$ cat src/rtl/if_id_inst_queue.sv
// IF->ID instruction queue: a DEPTH-entry FIFO of {exc_type, pc, inst} packets.
// Fetch keeps filling it while decode stalls, and a redirect empties it.
module if_id_inst_queue #(
   parameter int EXC_W = 16,
   parameter int BUS_W = EXC_W + 64,
   parameter int DEPTH = 4,
   parameter int PTR_W = $clog2(DEPTH)
) (
   input  logic               clk,
   input  logic               resetn,
   input  logic               if_id_valid,
   input  logic [BUS_W-1:0]   if_id_bus,
   output logic               q_allowin,
   input  logic               id_allowin,
   output logic               q_id_valid,
   output logic [BUS_W-1:0]   q_id_bus,
   input  logic               flush,
   input  logic               br_flush,
   output logic [PTR_W:0]     q_count,
   output logic               q_empty
);

   localparam logic [PTR_W:0]   CNT_FULL = (PTR_W + 1)'(DEPTH);
   localparam logic [PTR_W:0]   CNT_ONE  = (PTR_W + 1)'(1);
   localparam logic [PTR_W-1:0] PTR_ONE  = PTR_W'(1);

   logic [BUS_W-1:0] mem [DEPTH];
   logic [PTR_W-1:0] wptr;
   logic [PTR_W-1:0] rptr;
   logic [PTR_W:0]   cnt;
   logic             kill;
   logic             push;
   logic             pop;

   // Handshake flags come only from registered state, so neither side sees a
   // combinational path through the queue.
   assign q_allowin  = (cnt != CNT_FULL);
   assign q_id_valid = (cnt != '0);
   assign q_id_bus   = mem[rptr];
   assign q_count    = cnt;
   assign q_empty    = (cnt == '0);

   assign kill = flush | br_flush;
   assign push = if_id_valid & q_allowin & ~kill;
   assign pop  = q_id_valid & id_allowin & ~kill;

   always_ff @(posedge clk or negedge resetn) begin
      if (!resetn) begin
         wptr <= '0;
         rptr <= '0;
         cnt  <= '0;
      end else if (kill) begin
         wptr <= '0;
         rptr <= '0;
         cnt  <= '0;
      end else begin
         // Power-of-two depth lets the pointers wrap naturally; cnt tells
         // full from empty when they coincide.
         if (push)
            wptr <= wptr + PTR_ONE;
         if (pop)
            rptr <= rptr + PTR_ONE;
         if (push && !pop)
            cnt <= cnt + CNT_ONE;
         else if (pop && !push)
            cnt <= cnt - CNT_ONE;
      end
   end

   always_ff @(posedge clk) begin
      if (push)
         mem[wptr] <= if_id_bus;
   end

endmodule

$ cat config.mk
export PLATFORM = sky130hd
export DESIGN_NAME = if_id_inst_queue
export DESIGN_NICKNAME = d
export VERILOG_FILES = /design/src/rtl/if_id_inst_queue.sv
export SDC_FILE = /design/constraint.sdc
export NUM_CORES = 1
export LEC_CHECK = 0
export ABC_AREA = 1
export BUFFER_PORTS_ARGS = -buffer_cell sky130_fd_sc_hd__buf_4
export CORE_AREA = 3 3 180 182
export DETAILED_ROUTE_END_ITERATION = 10
export DIE_AREA = 0 0 183 185
export GPL_ROUTABILITY_DRIVEN = 0
export PLACE_DENSITY = 0.59
export SYNTH_ARGS = -nofsm -noshare
export SYNTH_HDL_FRONTEND = slang
export SYNTH_SLANG_ARGS = --single-unit
$ cat constraint.sdc
create_clock -name clk -period 4.4 [get_ports clk]
set_clock_uncertainty 0.1 [all_clocks]
set_input_delay 0.44 -clock clk [delete_from_list [all_inputs] [get_ports clk]]
set_output_delay 0.44 -clock clk [all_outputs]
set_load 0.01 [all_outputs]
== Word-level counts from Yosys, hierarchy flattened ==
Memories as Yosys holds them, arrays and structs flattened.
Cells that the tools add are included.
Cells by class
  bitwise operators: 6
  add/subtract/negate cells: 4
  equality and inequality tests: 1
  multiplexer cells: 9
  reductions and logical operators: 9
Operators with widths (number)
  $mux 3: 3
  $mux 2: 4
  $reduce_bool 3->1: 2
  $add 2x1->2 const B: 2
  $and 1x1->1: 4
  $reduce_bool 2->1: 2
  $add 3x1->3 const B: 1
  $logic_not 3->1: 1
  $ne 3x3->1 const B: 1
  $sub 3x1->3 const B: 1
  $logic_and 1x1->1: 2
  $logic_not 1->1: 2
  $mux 1: 2
  $not 1->1: 1
  $or 1x1->1: 1
Storage, ports and cells
  word-level logic and storage cells: 33
  register bits: 7
  memories kept: 1
  memory bits (writable): 320
Memory list
  mem: words 4, width 80, rd ports 1, clocked after memory_dff 0, write ports 1, RTL line 27  | logic [BUS_W-1:0] mem [DEPTH];

== Depth between registers and ports, before layout ==
Gate-level depths: netlist of the first run.
  word-level depth: 8
  depth in mapped cells: 11

== Least setup slack after synthesis of the first run ==
Ideal clock, no wire load.
  path type: input port to flip-flop
  from: input br_flush
  to: memory mem[0][0] (netlist name), enable pin
  arrival: 4323 ps
  stages on the path: 5
  setup time: 520 ps
  setup slack: -543 ps
  path buffers: 0
  cell sequence: nor2_2 > inv_2 > nor2_4 > inv_2 > nor2_1
Between the ends
  longest elaborated chain between the ends: 5
Ends and longest elaborated chain
  start: declaration: RTL line 18  | input logic br_flush,
  $or 1x1->1: RTL line 43  | assign kill = flush | br_flush;
  $not 1->1: RTL line 44  | assign push = if_id_valid & q_allowin & ~kill;
  $and 1x1->1: RTL line 44
  $mux 1: RTL line 71  | if (push)
  $mux 1 (not written as such): RTL line 72  | mem[wptr] <= if_id_bus;
  end: declaration: RTL line 27
No other way between the ends.

== Worst setup path after layout of the first run ==
  from: register rptr[0]
  to: output q_id_bus[58]
Between the ends
  longest elaborated chain between the ends: 1
Ends and longest elaborated chain
  start: declaration: RTL line 29  | logic [PTR_W-1:0] rptr;
  start signal: assignment: RTL line 62  | rptr <= rptr + PTR_ONE;
  $mem_v2 4x80
  end: declaration: RTL line 16  | output logic [BUS_W-1:0] q_id_bus,
No other way between the ends.

==> results of run 1 <==
## flip-flops by register name, indices dropped and copies added, names as in the netlist
register,count
rptr,2
q_count,3
mem,320
wptr,2
## layout make-up
class | count | area share, %
Timing Repair Buffer | 186 | 9.500
Inverter | 18 | 0.4965
Sequential cell | 327 | 64.75
Tap cell | 396 | 3.277
Multi-Input combinational cell | 444 | 14.82
Clock inverter | 17 | 1.101
Clock buffer | 43 | 6.058
## how the worst min path moves through the flow
stage	start	end	slack, ps	cells after the start
CTS	if_id_bus[54]	mem[1][54]$_DFFE_PP_	8	1
finish	if_id_bus[54]	mem[1][54]$_DFFE_PP_	30	1
global route	if_id_bus[43]	mem[0][43]$_DFFE_PP_	10	1
global placement	resetn	q_count[0]$_DFFE_PN0P_	160	1
floorplan	resetn	q_count[0]$_DFFE_PN0P_	40	0
detailed placement	resetn	q_count[0]$_DFFE_PN0P_	160	1
## per-layer routing
metal  vias up  share of wire (%)  track usage (%)
met4         2                2.7            5.637
met5         -              0.072                0
met2       212                 49            26.88
met1      3689                 43            21.06
li1       3488                  -                -
met3        54                5.6            3.397
## worst max-delay path: stages (launching register included)
cell and delay [ps]:
dfrtp_4 710, inv_4 380, buf_4 500, o21ai_0 140, o22ai_1 250, buf_4 180
## logic make-up after synthesis
group / after synthesis / share of synthesized area, %
buf+inv: 70 / 2.532
simple gates: 190 / 6.273
fa+ha+maj: 5 / 0.5694
flops: 327 / 79.50
compound gates: 248 / 11.05
xor+xnor: 1 / 0.07118
## Yosys cell counts
cell / count
edfxtp_1: 320
nor2_1: 164
o21ai_0: 144
o22ai_1: 80
clkbuf_1: 30
o21ai_1: 19
buf_2: 18
nand2_1: 14
inv_1: 13
dfrtp_1: 7
ha_1: 4
buf_4: 3
inv_2: 3
nand3_1: 3
a21oi_1: 2
a21oi_2: 2
nand2_2: 2
nand2_4: 2
nor2_4: 2
a21oi_4: 1
buf_6: 1
clkinv_4: 1
fa_1: 1
inv_4: 1
nand3_4: 1
nand3b_1: 1
nor2_2: 1
xor2_1: 1
## where the power goes
part / switching [W] / total, W / leakage (nW) / internal [W]
combinational: 0.000159 / 0.000280 / 1.78 / 0.000121
clock: 0.00113 / 0.00279 / 0.526 / 0.00166
sequential: 0.0000120 / 0.00347 / 2.98 / 0.00346
total: 0.00130 / 0.00654 / 5.28 / 0.00523
## stage by stage
step	util (%)	setup slack [ps]	instance area, sq um
2_1_floorplan	-	-543.5	12310
5_1_grt	49.17	932.8	15120
3_3_place_gp	45.62	1698	14030
4_1_cts	49.17	1114	15120
6_report	49.17	1154	15120
3_5_place_dp	45.62	1654	14030
## repair_timing
| item | CTS | global route |
|---|---|---|
| hold buffers | 1 | 0 |
| hold endpoints to repair | 7 | 0 |
| setup buffers | 0 | 0 |
==> metrics.cfg, run 1 <==
[die]
fp-row-count=64
core_sq_mm=0.03075
die_area_sq_mm=0.03386
ios=172
die_width_um=183
dieHeight_um=185
initial_utilization_pct=40.02

[global_route]
grt-ovfl-total=0
grt_pass1_vias=7282
antenna_found_initial=1
grt_usage_pct=16.09
grt_pass1_wl_um=42070
grt_max_degree=81

[timing]
whs_ps=33.98
fin_crit_ps=3246
post-route-period-util_pct=73.78
fin_setup_tns_ps=0
final_max_slew_viol_count=0
worst_pin_slew_ps=931.0
setup_viol=0
hold_viol_final=0
grt_setup_unrepaired=false
relSlewSlack_pct=37.93
fmax_mhz=308.0

[cells_and_area]
drive_gt1_share_pct=24.64
layout.cells.non_filler=1431
multi_input_area_sq_mm=0.002241
fin_nets=1103
area_delta_synth_final_pct=22.85
area.sequential_sq_mm=0.009789
diodes=0
final_cell_mix=320 x edfxtp_1, 182 x buf_4, 160 x nor2_1
layout_commonest_cell=edfxtp_1
n_fill_cell=2692

[route]
drc=0
wl_per_cell_um=19.41
routed_wl_um=27770
vias=7445
detail-route-antenna-nets=0
via_per_inst=5.203
drt-initial-drc-count=495
drt_pass1_iterations=4

[worst_hold_path]
min-delay-path-class=primary input to flip-flop

[logic_synthesis]
syn_avg_cell_area_sq_um=14.63
synth_cells=841
synth.yosys.seq_area_share_pct=79.50
synth_top_area_cell=edfxtp_1
syn_area_sq_mm=0.01231
ys_seq_elements=327
synthTopCellsByArea=edfxtp_1 78%, o21ai_0 5.9%, nor2_1 5.0%
synthDistinctLibCells=28
yosys_warnings=0
synth_top_area_share_pct=78.08
syn-num-nets=932

[pwr]
finalPower_w=0.006536
pwr_density_cell_mw_per_mm2=432.3
power_leakage_nw=5.284
ir_worst_vdd_uv=306.7

[run_status]
status=complete, no violations

[place]
dp_hpwl_um=15970
io_buffers=171
place_inst=1370

[critical_path]
crit_arrival_ps=2710
critPathKind=flip-flop to output port
startpoint_type=flip-flop
r2r_start=q_count[1]$_DFFE_PN0P_
ff2ff_path_depth=7
startpoint=rptr[0]$_DFFE_PN0P_
crit_required_ps=3860
path_max_fanout=56
reg2reg_setup_slack_ps=2010
worstReg2RegEnd=mem[2][12]$_DFFE_PP_
crit_end=q_id_bus[58]
end_kind=output port

[clock_tree]
clockBufferDepth=3
cts_made_buffers=35
cts.sinks=327
htree_levels=2
clk_latency_ps=490
cts_resized=0
root_buffer=clkbuf_16
path_clk_slew_ps=60
cts_tree=yes

[flow_run]
maxCapViolations=0

(Power assumes the default switching activity.)
==> inputs of run 2 (changes only) <==
==> constraint.sdc (replaced) <==
create_clock -name clk -period 2.8 [get_ports clk]
set_clock_uncertainty 0.1 [all_clocks]
set_input_delay 0.28 -clock clk [delete_from_list [all_inputs] [get_ports clk]]
set_output_delay 0.28 -clock clk [all_outputs]
set_load 0.01 [all_outputs]
==> metrics.cfg, run 2 (synthesized netlist as in run 1, its figures left out) <==
[pwr]
ir_worst_vdd_uv=410.7  ; +34%
power_leakage_nw=5.631  ; +6.6%
netSwitchingFraction_pct=19.55  ; -0.40 points
power.internal_w=0.008246  ; +58%
combPwrFrac_pct=5.2  ; +0.9 points
finalPower_w=0.01025  ; +57%
pwr_density_cell_mw_per_mm2=641.5  ; +48%
sequentialPowerShare_pct=53.1  ; about the same
net-switching-power_w=0.002004  ; +54%
power_frac_clock_pct=41.7  ; -1.0 points

[route]
drc=0  ; unchanged
drt-initial-drc-count=505  ; +2.0%
detail-route-antenna-nets=0  ; unchanged
routed_wl_um=27680  ; -0.31%
via_per_inst=5.094  ; -2.1%
drt_pass1_iterations=4  ; unchanged
vias=7712  ; +3.6%
wl_per_cell_um=18.29  ; -5.8%

[critical_path]
startpoint_type=flip-flop
crit_path_cell_trace=inv_4 -> buf_12 -> o21ai_0 -> o22ai_1 -> buf_4
path_max_fanout=52  ; -7.1%
worst_path_largest_cell_delay_ps=500  ; -210 ps
critPathKind=flip-flop to output port
crit_required_ps=2420  ; -1440 ps
end_kind=output port
cp_slowest_cell=dfrtp_4
crit_arrival_ps=2260  ; -450 ps

[die]
die_area_sq_mm=0.03386  ; unchanged
initial_utilization_pct=40.02  ; unchanged
die_width_um=183  ; unchanged
fp-row-count=64  ; unchanged
ios=172  ; unchanged
dieHeight_um=185  ; unchanged
core_sq_mm=0.03075  ; unchanged

[timing]
post-route-period-util_pct=94.17
grt_setup_unrepaired=false
hold_viol_final=0  ; unchanged
fmax_mhz=379.3
fin_setup_tns_ps=0  ; unchanged
final_max_slew_viol_count=0  ; unchanged
relSlewSlack_pct=55.83  ; +18 points
worst_pin_slew_ps=662.6  ; -268.4 ps
setup_viol=0  ; unchanged
fin_crit_ps=2637

[cells_and_area]
final_cell_mix=320 x edfxtp_1, 176 x buf_4, 160 x nor2_1
drive_gt1_share_pct=22.18  ; -2.5 points
n_fill_cell=2617  ; -2.8%
multi_input_area_sq_mm=0.002241  ; unchanged
layout.cells.non_filler=1514  ; +5.8%
largest_register=mem
fin_nets=1185  ; +7.4%
area_delta_synth_final_pct=29.84
area.sequential_sq_mm=0.009789  ; unchanged
final_cell_area_sq_mm=0.01598  ; +5.7%
diodes=0  ; unchanged
largest_register_ffs=320  ; unchanged
layout_commonest_cell=edfxtp_1
fin_util_pct=51.97  ; +2.8 points

[global_route]
grt-ovfl-total=0  ; unchanged
grt_pass1_vias=7651  ; +5.1%
grt_usage_pct=16.08  ; about the same
antenna_found_initial=0  ; -1
grt_max_degree=162  ; +100%
grt_pass1_wl_um=42440  ; +0.88%

[run_status]
status=complete, no violations

[place]
dp_hpwl_um=15090  ; -5.5%
placed_cell_area_sq_mm=0.01409  ; +0.45%
io_buffers=171  ; unchanged
place_inst=1370  ; unchanged

[clock_tree]
clockBufferDepth=3  ; unchanged
clk_latency_ps=490  ; about the same
htree_levels=2  ; unchanged
cts.sinks=327  ; unchanged
postCtsSetupRepairBufs=0  ; unchanged
cts_made_buffers=35  ; unchanged
cts_tree=yes
path_clk_slew_ps=60  ; about the same
root_buffer=clkbuf_16

[worst_hold_path]
min-delay-path-class=primary input to flip-flop

[flow_run]
maxCapViolations=0  ; unchanged

-- run 2: area by class of cell --
class,count,area share [%]
sequential,327,61.26
clock buffer,56,6.303
inverter,18,0.4698
clock inverter,5,0.2975
tap,396,3.101
multi-input combinational,444,14.02
timing repair buffer,268,14.54
-- run 2: per-stage QoR --
step / worst slack (ps) / hold slack [ps]
CTS: 35.70 / 1.675
floorplan: -781.4 / -115.6
detailed placement: 615.8 / 7.708
global route: 24.69 / 25.33
global placement: 623.8 / 8.530
finish: 163.4 / 15.01
-- run 2: worst paths after layout --
path                                         from                     end  slack (ps)  cells past startpoint
max                           rptr[0]$_DFFE_PN0P_            q_id_bus[56]         160                      5
min                                      br_flush     wptr[0]$_DFFE_PN0P_          20                      4
max reg2reg                q_count[1]$_DFFE_PN0P_    mem[0][11]$_DFFE_PP_         760                      7
min reg2reg                q_count[1]$_DFFE_PN0P_  q_count[1]$_DFFE_PN0P_         530                      2
max in group asynchronous                  resetn     rptr[0]$_DFFE_PN0P_        2410                      2
min in group asynchronous                  resetn  q_count[0]$_DFFE_PN0P_          40                      2
-- run 2: power groups by stage --
stage | clock (W) | combinational (W) | sequential [W]
6_report | 0.00427 | 0.000536 | 0.00544
5_1_grt | 0.00456 | 0.000587 | 0.00544
4_1_cts | 0.00436 | 0.000545 | 0.00544
3_5_place_dp | 0 | 0.000448 | 0.00555
3_3_place_gp | 0 | 0.000443 | 0.00555
2_1_floorplan | 0 | 0.000162 | 0.00555
-- run 2: worst max-delay path, delay by kind of cell (launching register included) --
kind | cells | cell delay, ps
flip-flops | 1 | 500
AO/OA/AOI/OAI | 2 | 420
buffers and inverters | 3 | 830
-- run 2: what timing repair did --
item	in CTS	in global routing
hold buffers	83	0
setup endpoints to repair	0	10
hold endpoints to repair	329	0
gates resized for setup	0	1
-- run 2: metal layers --
metal | wire length [um] | global-route usage [%] | up-vias
li1 | - | - | 3657
met5 | 0 | 0 | -
met1 | 11700 | 20.70 | 3787
met2 | 13930 | 27.96 | 221
met3 | 1426 | 2.789 | 47
met4 | 629 | 5.149 | 0
